File: src/rtl/video_timing_gen_if.sv
// rtl/video_timing_gen_if.sv - raster timing bus between video_timing_gen and the pixel generators.
// Optional frame_cnt member exists only when VTG_FRAME_COUNT_EN is defined.
interface video_timing_gen_if;
  logic        en;
  logic [2:0]  mode_req;
  logic [11:0] px;
  logic [11:0] py;
  logic        de;
  logic [2:0]  mode;
  logic        frame_start;
  logic        hsync_d;
  logic        vsync_d;
  logic        de_d;
`ifdef VTG_FRAME_COUNT_EN
  logic [15:0] frame_cnt;
`endif

  modport master (
    input  en, mode_req,
    output px, py, de, mode, frame_start, hsync_d, vsync_d, de_d
`ifdef VTG_FRAME_COUNT_EN
    , output frame_cnt
`endif
  );

  modport slave (
    output en, mode_req,
    input  px, py, de, mode, frame_start, hsync_d, vsync_d, de_d
`ifdef VTG_FRAME_COUNT_EN
    , input frame_cnt
`endif
  );
endinterface

File: src/rtl/video_timing_gen.sv
// rtl/video_timing_gen.sv - raster timing master (px/py/de, frame-latched mode, delayed syncs).
// Optional VTG_FRAME_COUNT_EN adds a 16-bit frame counter output.
module video_timing_gen #(
  parameter int H_ACTIVE = 1280,
  parameter int H_FP     = 110,
  parameter int H_SYNC   = 40,
  parameter int H_BP     = 220,
  parameter int V_ACTIVE = 720,
  parameter int V_FP     = 5,
  parameter int V_SYNC   = 5,
  parameter int V_BP     = 20,
  parameter int SYNC_POL = 1,
  parameter int PIPE_DLY = 2
) (
  input logic               clk,
  input logic               rst_n,
  video_timing_gen_if.master vtg
);
  localparam int H_TOTAL  = H_ACTIVE + H_FP + H_SYNC + H_BP;
  localparam int V_TOTAL  = V_ACTIVE + V_FP + V_SYNC + V_BP;
  localparam int HS_START = H_ACTIVE + H_FP;
  localparam int HS_END   = HS_START + H_SYNC;
  localparam int VS_START = V_ACTIVE + V_FP;
  localparam int VS_END   = VS_START + V_SYNC;
  localparam logic POL_INV = (SYNC_POL == 0);

  logic [11:0] px_q, px_d, py_q, py_d;
  logic        run_q, run_d;
  logic        active_q, active_d;
  logic        fs_q, fs_d;
  logic [2:0]  mode_q, mode_d;
  logic        hs, vs;

  // run_q marks that the raster is live; its rising edge forces a fresh frame at (0,0).
  always_comb begin
    px_d  = px_q;
    py_d  = py_q;
    run_d = run_q;
    fs_d  = 1'b0;
    if (!vtg.en) begin
      px_d  = '0;
      py_d  = '0;
      run_d = 1'b0;
    end else if (!run_q) begin
      px_d  = '0;
      py_d  = '0;
      run_d = 1'b1;
      fs_d  = 1'b1;
    end else begin
      if (px_q == 12'(H_TOTAL - 1)) begin
        px_d = '0;
        py_d = (py_q == 12'(V_TOTAL - 1)) ? 12'd0 : py_q + 12'd1;
      end else begin
        px_d = px_q + 12'd1;
      end
      fs_d = (px_d == 12'd0) && (py_d == 12'd0);
    end
    active_d = run_d && (px_d < 12'(H_ACTIVE)) && (py_d < 12'(V_ACTIVE));
    mode_d   = fs_d ? vtg.mode_req : mode_q;
  end

  always_ff @(posedge clk or negedge rst_n) begin
    if (!rst_n) begin
      px_q     <= '0;
      py_q     <= '0;
      run_q    <= 1'b0;
      active_q <= 1'b0;
      fs_q     <= 1'b0;
      mode_q   <= '0;
    end else begin
      px_q     <= px_d;
      py_q     <= py_d;
      run_q    <= run_d;
      active_q <= active_d;
      fs_q     <= fs_d;
      mode_q   <= mode_d;
    end
  end

  // Syncs decode from the registered counters, so they share px/py timing.
  assign hs = ((px_q >= 12'(HS_START)) && (px_q < 12'(HS_END))) ^ POL_INV;
  assign vs = ((py_q >= 12'(VS_START)) && (py_q < 12'(VS_END))) ^ POL_INV;

  generate
    if (PIPE_DLY == 0) begin : g_nodly
      assign vtg.hsync_d = hs;
      assign vtg.vsync_d = vs;
      assign vtg.de_d    = active_q;
    end else begin : g_dly
      logic [2:0] dly_q [PIPE_DLY];
      always_ff @(posedge clk or negedge rst_n) begin
        if (!rst_n) begin
          for (int i = 0; i < PIPE_DLY; i++) dly_q[i] <= {POL_INV, POL_INV, 1'b0};
        end else begin
          dly_q[0] <= {hs, vs, active_q};
          for (int i = 1; i < PIPE_DLY; i++) dly_q[i] <= dly_q[i-1];
        end
      end
      assign vtg.hsync_d = dly_q[PIPE_DLY-1][2];
      assign vtg.vsync_d = dly_q[PIPE_DLY-1][1];
      assign vtg.de_d    = dly_q[PIPE_DLY-1][0];
    end
  endgenerate

`ifdef VTG_FRAME_COUNT_EN
  logic [15:0] fcnt_q;
  logic        seen_q;
  // The first frame_start only arms the counter so it reads N-1 after N frames.
  always_ff @(posedge clk or negedge rst_n) begin
    if (!rst_n) begin
      fcnt_q <= '0;
      seen_q <= 1'b0;
    end else if (fs_d) begin
      if (seen_q) fcnt_q <= fcnt_q + 16'd1;
      seen_q <= 1'b1;
    end
  end
  assign vtg.frame_cnt = fcnt_q;
`endif

  assign vtg.px          = px_q;
  assign vtg.py          = py_q;
  assign vtg.de          = active_q;
  assign vtg.mode        = mode_q;
  assign vtg.frame_start = fs_q;
endmodule

File: src/flat_wrapper.sv
// flat-port wrapper written by rule: the top's interface ports become plain ports
module video_timing_gen_flat 
#(
  parameter int H_ACTIVE = 1280,
  parameter int H_FP     = 110,
  parameter int H_SYNC   = 40,
  parameter int H_BP     = 220,
  parameter int V_ACTIVE = 720,
  parameter int V_FP     = 5,
  parameter int V_SYNC   = 5,
  parameter int V_BP     = 20,
  parameter int SYNC_POL = 1,
  parameter int PIPE_DLY = 2
)
  (clk, rst_n, vtg_en, vtg_mode_req, vtg_px, vtg_py, vtg_de, vtg_mode, vtg_frame_start, vtg_hsync_d, vtg_vsync_d, vtg_de_d);
  video_timing_gen_if vtg_i ();
  input logic clk;
  input logic rst_n;
  input wire logic [$bits(vtg_i.en)-1:0] vtg_en;
  input wire logic [$bits(vtg_i.mode_req)-1:0] vtg_mode_req;
  output wire logic [$bits(vtg_i.px)-1:0] vtg_px;
  output wire logic [$bits(vtg_i.py)-1:0] vtg_py;
  output wire logic [$bits(vtg_i.de)-1:0] vtg_de;
  output wire logic [$bits(vtg_i.mode)-1:0] vtg_mode;
  output wire logic [$bits(vtg_i.frame_start)-1:0] vtg_frame_start;
  output wire logic [$bits(vtg_i.hsync_d)-1:0] vtg_hsync_d;
  output wire logic [$bits(vtg_i.vsync_d)-1:0] vtg_vsync_d;
  output wire logic [$bits(vtg_i.de_d)-1:0] vtg_de_d;
  assign vtg_i.en = vtg_en;
  assign vtg_i.mode_req = vtg_mode_req;
  assign vtg_px = vtg_i.px;
  assign vtg_py = vtg_i.py;
  assign vtg_de = vtg_i.de;
  assign vtg_mode = vtg_i.mode;
  assign vtg_frame_start = vtg_i.frame_start;
  assign vtg_hsync_d = vtg_i.hsync_d;
  assign vtg_vsync_d = vtg_i.vsync_d;
  assign vtg_de_d = vtg_i.de_d;
  video_timing_gen #(.H_ACTIVE(H_ACTIVE), .H_FP(H_FP), .H_SYNC(H_SYNC), .H_BP(H_BP), .V_ACTIVE(V_ACTIVE), .V_FP(V_FP), .V_SYNC(V_SYNC), .V_BP(V_BP), .SYNC_POL(SYNC_POL), .PIPE_DLY(PIPE_DLY)) u_core (.clk(clk), .rst_n(rst_n), .vtg(vtg_i));
endmodule
File: config.mk
export PLATFORM = sky130hd
export DESIGN_NAME = video_timing_gen_flat
export DESIGN_NICKNAME = d
export VERILOG_FILES = /design/src/rtl/video_timing_gen_if.sv /design/src/rtl/video_timing_gen.sv /design/src/flat_wrapper.sv
export SDC_FILE = /design/constraint.sdc
export NUM_CORES = 1
export LEC_CHECK = 0
export CAP_MARGIN = 20
export CORE_MARGIN = 2
export CORE_UTILIZATION = 50
export CTS_CLUSTER_DIAMETER = 80
export DETAILED_ROUTE_END_ITERATION = 7
export DONT_BUFFER_PORTS = 1
export PLACE_DENSITY = 0.77
export SLEW_MARGIN = 20
export SYNTH_ARGS = -nofsm -noshare
export SYNTH_HDL_FRONTEND = slang
export SYNTH_SLANG_ARGS = --single-unit
File: constraint.sdc
create_clock -name clk -period 6 [get_ports clk]
set_clock_uncertainty 0.1 [all_clocks]
set_input_delay 0.6 -clock clk [delete_from_list [all_inputs] [get_ports clk]]
set_output_delay 0.6 -clock clk [all_outputs]
set_load 0.1 [all_outputs]
; Word-level counts from Yosys, hierarchy flattened
; Index checks and enable logic that the tools add are counted.
[totals]
elab_cells = 39
regBits = 36
output_inout_bits = 32
inputBits = 6
[classes]
n_mux = 14
n_reduce_logical = 7
n_addsub = 2
magnitude_cmp = 6
n_eq_ne = 2
[ops]
columns = op, n
row1 = 2-to-1 mux 12 bit, 11
row2 = "adder 12 x 1 -> 12 bit, second input constant", 2
row3 = logical NOT 12 bit, 2
row4 = "less-than comparator 12 x 10 -> 1 bit, second input constant", 2
row5 = "less-than comparator 12 x 11 -> 1 bit, second input constant", 2
row6 = "== test 12 x 10 -> 1 bit, second input constant", 1
row7 = "== test 12 x 11 -> 1 bit, second input constant", 1
row8 = "greater-or-equal comparator 12 x 10 -> 1 bit, second input constant", 1
row9 = "greater-or-equal comparator 12 x 11 -> 1 bit, second input constant", 1
row10 = logical AND 1 bit, 5
row11 = 2-to-1 mux 1 bit, 3

; Longest topological paths before layout
[depth]
word_depth = 9
ltp_mapped = 12
mapped_depth_nobuf = 9

; Least setup slack after synthesis
; Ideal clock, no wire load.
[synth_timing]
path_type = flip-flop to flip-flop
from = register u_core.py_q[9] (netlist: u_core.vtg.py[9])
to = register u_core.mode_q[0] (netlist: u_core.vtg.mode[0])
required_ns = 5.828
slack_ns = 1.968
period_less_slack_ns = 4.032
path_stages_with_launch = 10
n_path_buf = 2
setup_ns = 0.072
t_arrival_ns = 3.861
cell_sequence = dfrtp_1 clkbuf_2 or4b_4 or4_4 a21o_1 a211o_1 or4_1 buf_2 or4_1 nand3_1
[synth_between]
elab_chain_len = 9
elab_cells_between_ends = 10
cone_classes = add/sub (1) / eq/ne (1) / mux (6) / reduce/logical (2)
[synth_lines]
columns = element, line
row1 = "start, declared", video_timing_gen.sv:27  ; logic [11:0] px_q, px_d, py_q, py_d;
row2 = "start signal, assigned", video_timing_gen.sv:72  ; py_q <= py_d;
row3 = adder 12 x 1 -> 12 bit or == test 12 x 10 -> 1 bit (tied branches), video_timing_gen.sv:52  ; py_d = (py_q == 12'(V_TOTAL - 1)) ? 12'd0 : py_q + 12'd1;
row4 = 2-to-1 mux 12 bit, video_timing_gen.sv:52
row5 = 2-to-1 mux 12 bit *, video_timing_gen.sv:50  ; if (px_q == 12'(H_TOTAL - 1)) begin
row6 = 2-to-1 mux 12 bit *, video_timing_gen.sv:44  ; end else if (!run_q) begin
row7 = 2-to-1 mux 12 bit *, video_timing_gen.sv:40  ; if (!vtg.en) begin
row8 = logical NOT 12 bit *, video_timing_gen.sv:56  ; fs_d = (px_d == 12'd0) && (py_d == 12'd0);
row9 = logical AND 1 bit *, video_timing_gen.sv:56
row10 = 2-to-1 mux 1 bit *, video_timing_gen.sv:44
row11 = 2-to-1 mux 1 bit *, video_timing_gen.sv:40
row12 = "end signal, assigned", video_timing_gen.sv:76  ; mode_q <= mode_d;
row13 = "end, declared", video_timing_gen.sv:31  ; logic [2:0] mode_q, mode_d;
; Every way passes the cells marked *; elsewhere a longest branch is shown, timed or not. The select of a mux whose other input is x is not followed.
; A chain may end at the register's enable or synchronous reset.

; Worst setup path after layout
[layout_timing]
from = register u_core.py_q[0] (netlist: u_core.vtg.py[0])
to = register u_core.mode_q[1] (netlist: u_core.vtg.mode[1])
; Same word-level chain as after synthesis.

==> reports/metrics.yaml <==
outcome:
  status: "finished, final reports clean"
worst_setup_path:
  crit_arrival_ps: 4260
  cp-start-kind: "flip-flop"
  cp.required_ps: 6120
  crit_type: "flip-flop to flip-flop"
  cp_max_fo: 9
  startpoint: "u_core.vtg.py[0]$_DFF_PN0_"
  path_cells: "ha_1 -> or2b_2 -> nor4_1 -> nor4_1 -> a211o_1 -> or4_1 -> or4_1 -> nand3_1"
  path_depth: 8
  r2r_cells: 8
  rrSetupSlack_ps: 1860
  crit_path_top_delay_cell: "dfrtp_1"
  critPathTopFamily: "simple AND/OR/NAND/NOR gates"
  critPathCapture: "u_core.vtg.mode[1]$_DFFE_PN0P_"
  cpPeakStageDelay_ps: 1060
  critPathBufInv: 0
  r2r_start: "u_core.vtg.py[0]$_DFF_PN0_"
  r2r_end: "u_core.vtg.mode[1]$_DFFE_PN0P_"
  end_kind: "flip-flop"
clock_network:
  cts.sinks: 36
  path_clk_slew_ps: 70
  postCtsResizedCells: 0
  clockRootBuffer: "clkbuf_8"
  clockBufferDepth: 2
  clock_latency_ps: 290
  cts_tree: "done"
  cts_buffers: 5
  h-tree-depth: 2
global_route:
  grt.total_usage_pct: 20.5
  grt_pass1_wl_mm: 8.43
  antenna_found_initial: 0
  overflow: 0
  grt_max_degree: 37
  grt_pass1_vias: 1769
logic_synthesis:
  syn-instance-count: 261
  yosysWarnings: 0
  ys_types: 54
  ys_seq_area_share_pct: 38.8
  ys_ff_latch: 36
  async_flop_share_pct: 100
  ys.flop_type: "dfrtp_1"
  synth_edf_count: 0
  syn_nets: 272
  netlist_area_um2: 2320
  avgSynthCellArea_um2: 8.89
finish:
  drive_above_1_share_pct: 11.7
  fill_cells: 388
  nNetsFinal: 267
  fin_util_pct: 54.8
  instances_no_fill: 309
  final_area_um2: 2420
  syn_to_final_growth_pct: 4.26
  diodes: 0
drt:
  drtIter0Drc: 185
  viasPerCell: 6.24
  wl_per_cell_um: 16.5
  firstDrtPassIters: 5
  drt-total-wl_mm: 5.11
  vias: 1928
  ant_nets: 0
  drc: 0
floorplanning:
  io_pins: 38
  std_cell_rows: 24
  fp.dieW_um: 72.1
  initial_utilization_pct: 52.6
  core_area_um2: 4410
  die_h_um: 72.1
  dieArea_um2: 5200
run:
  drv_cap: 0
min_path:
  hold_path.class: "primary input to asynchronous set/reset pin"
sta:
  finalHoldViolations: 0
  layout_setup_ws_ps: 1860
  finalCriticalPeriod_ps: 4140
  fin_crit_sh_pct: 69.0
  whs_ps: 39.7
  clock.fmax_ghz: 0.242
  worst_slew_pin_slew_ps: 1110
  tns_ps: 0
  finalSetupViolations: 0
  rsz0062_at_grt: "false"
  drv_slew: 0
  max_slew_margin_pct: 26.1
power_and_ir_drop:
  netSwitchingFraction_pct: 30.3
  powerDensity_nw_per_um2: 207
  finalPower_mw: 0.501
  p_comb_share_pct: 5.4
  irDropWorstVdd_v: 0.0000715
  clock_power_share_pct: 34.9
  p_int_mw: 0.350
  power_frac_seq_pct: 59.7
  switchingPower_mw: 0.152
  power.leakage_nw: 0.969
placed_design:
  dp_cells: 300
  place_ws_ps: 1890
  dp_hpwl_mm: 3.63
  dpl_cell_area_um2: 2310
  gp_congestion: 0.860
  io_buffers: 0
## sequential cells by signal, summed over array words and instances (netlist names)
signal and count:
u_core.vtg.py 12, u_core.vtg.mode 3, u_core.vtg.hsync_d 1, u_core.run_q 1, u_core.g_dly.dly_q 3, u_core.vtg.vsync_d 1, u_core.vtg.px 12, u_core.vtg.de_d 1
u_core.vtg.frame_start 1, u_core.vtg.de 1
## what timing repair did
| action | CTS | global route |
|---|---|---|
| endpoints found under the setup margin | 0 | 0 |
| hold buffers | 1 | 0 |
| buffers inserted | 0 | 0 |
| hold endpoints to repair | 36 | 0 |
## cells in the mapped netlist (5+ instances only)
cell type,count,area [um^2]
a211oi_1,5,37.5
o21ai_0,7,35.0
a31oi_1,7,43.8
dfrtp_1,36,901
nand3_1,13,65.1
nand4_1,5,31.3
clkbuf_1,9,33.8
nor2_1,30,113
xnor2_1,12,105
xor2_1,9,78.8
a21oi_1,9,45.0
nand2_1,24,90.1
ha_1,5,62.6
inv_1,10,37.5
nor4_1,5,31.3
## worst min path at each step
stage          slack (ps)                               to
6_report               40       u_core.vtg.px[2]$_DFF_PN0_
5_1_grt                50       u_core.vtg.px[2]$_DFF_PN0_
4_1_cts                40       u_core.vtg.px[2]$_DFF_PN0_
3_5_place_dp          210       u_core.vtg.px[1]$_DFF_PN0_
3_3_place_gp          210       u_core.vtg.py[1]$_DFF_PN0_
2_1_floorplan         200  u_core.g_dly.dly_q[3]$_DFF_PN0_
## cell usage in the layout (no fill, tap or decap), drive strengths merged, types with 2 or more instances in the layout
cell     netlist  final
buf            9     11
o221ai         2      2
a21o           3      3
o21ai          7      7
and4           2      2
a22oi          3      3
a31oi          7      7
a2111oi        2      2
o31a           2      2
o31ai          2      2
inv           10     10
clkinv         0      2
mux2i          2      2
nor4           6      6
or2            3      3
a211o          2      2
a211oi         5      5
xor2           9      9
xnor2         12     12
nand3         14     14
and3           4      4
clkbuf        14      6
nand2         24     24
a21oi          9      9
dfrtp         36     36
a41oi          3      3
or4            5      5
nand4          5      5
nor3           4      4
nor2          30     30
and2           2      2
ha             5      5
o211ai         4      4
## worst register-to-register path, stage by stage, from the launching register on
cell,delay (ps)
dfrtp_1,1060
ha_1,310
or2b_2,310
nor4_1,520
nor4_1,150
a211o_1,300
or4_1,650
or4_1,570
nand3_1,100
## layout make-up
| cell class | instances | area (um^2) | share of cell area, % |
|---|---|---|---|
| clock buffer | 6 | 82.6 | 3.41 |
| clock inverter | 2 | 10.0 | 0.414 |
| inverter | 10 | 37.5 | 1.55 |
| multi-input combinational | 192 | 1230 | 50.8 |
| sequential | 36 | 901 | 37.2 |
| tap | 52 | 65.1 | 2.69 |
| timing repair buffer | 11 | 95.1 | 3.93 |
## cell families (layout without fill, tap and decap cells)
| family | Yosys count | in the layout | share of synthesized area [%] |
|---|---|---|---|
| compound gates | 58 | 58 | 17.7 |
| xor+xnor | 21 | 21 | 7.93 |
| fa+ha+maj | 5 | 5 | 2.70 |
| buf+inv | 33 | 29 | 8.25 |
| flops | 36 | 36 | 38.8 |
| mux | 2 | 2 | 0.863 |
| simple gates | 106 | 106 | 23.7 |
## layer usage
layer / part of all wire [%] / track usage, % / up-vias / routed length (um)
met4: 1.4 / 7.13 / 0 / 74
met1: 45 / 26.8 / 912 / 2280
met5: 0 / 0 / - / 0
met3: 9.2 / 6.39 / 7 / 469
met2: 45 / 32.1 / 83 / 2290
li1: - / - / 926 / -
## power groups by stage
stage	Clock [mW]	Combinational, mW	Sequential, mW
after floorplan	0	0.0188	0.301
after global placement	0	0.0200	0.304
after detailed placement	0	0.0212	0.304
after CTS	0.180	0.0275	0.299
after global routing	0.189	0.0311	0.301
final	0.175	0.0271	0.299
(Power assumes the default switching activity.)
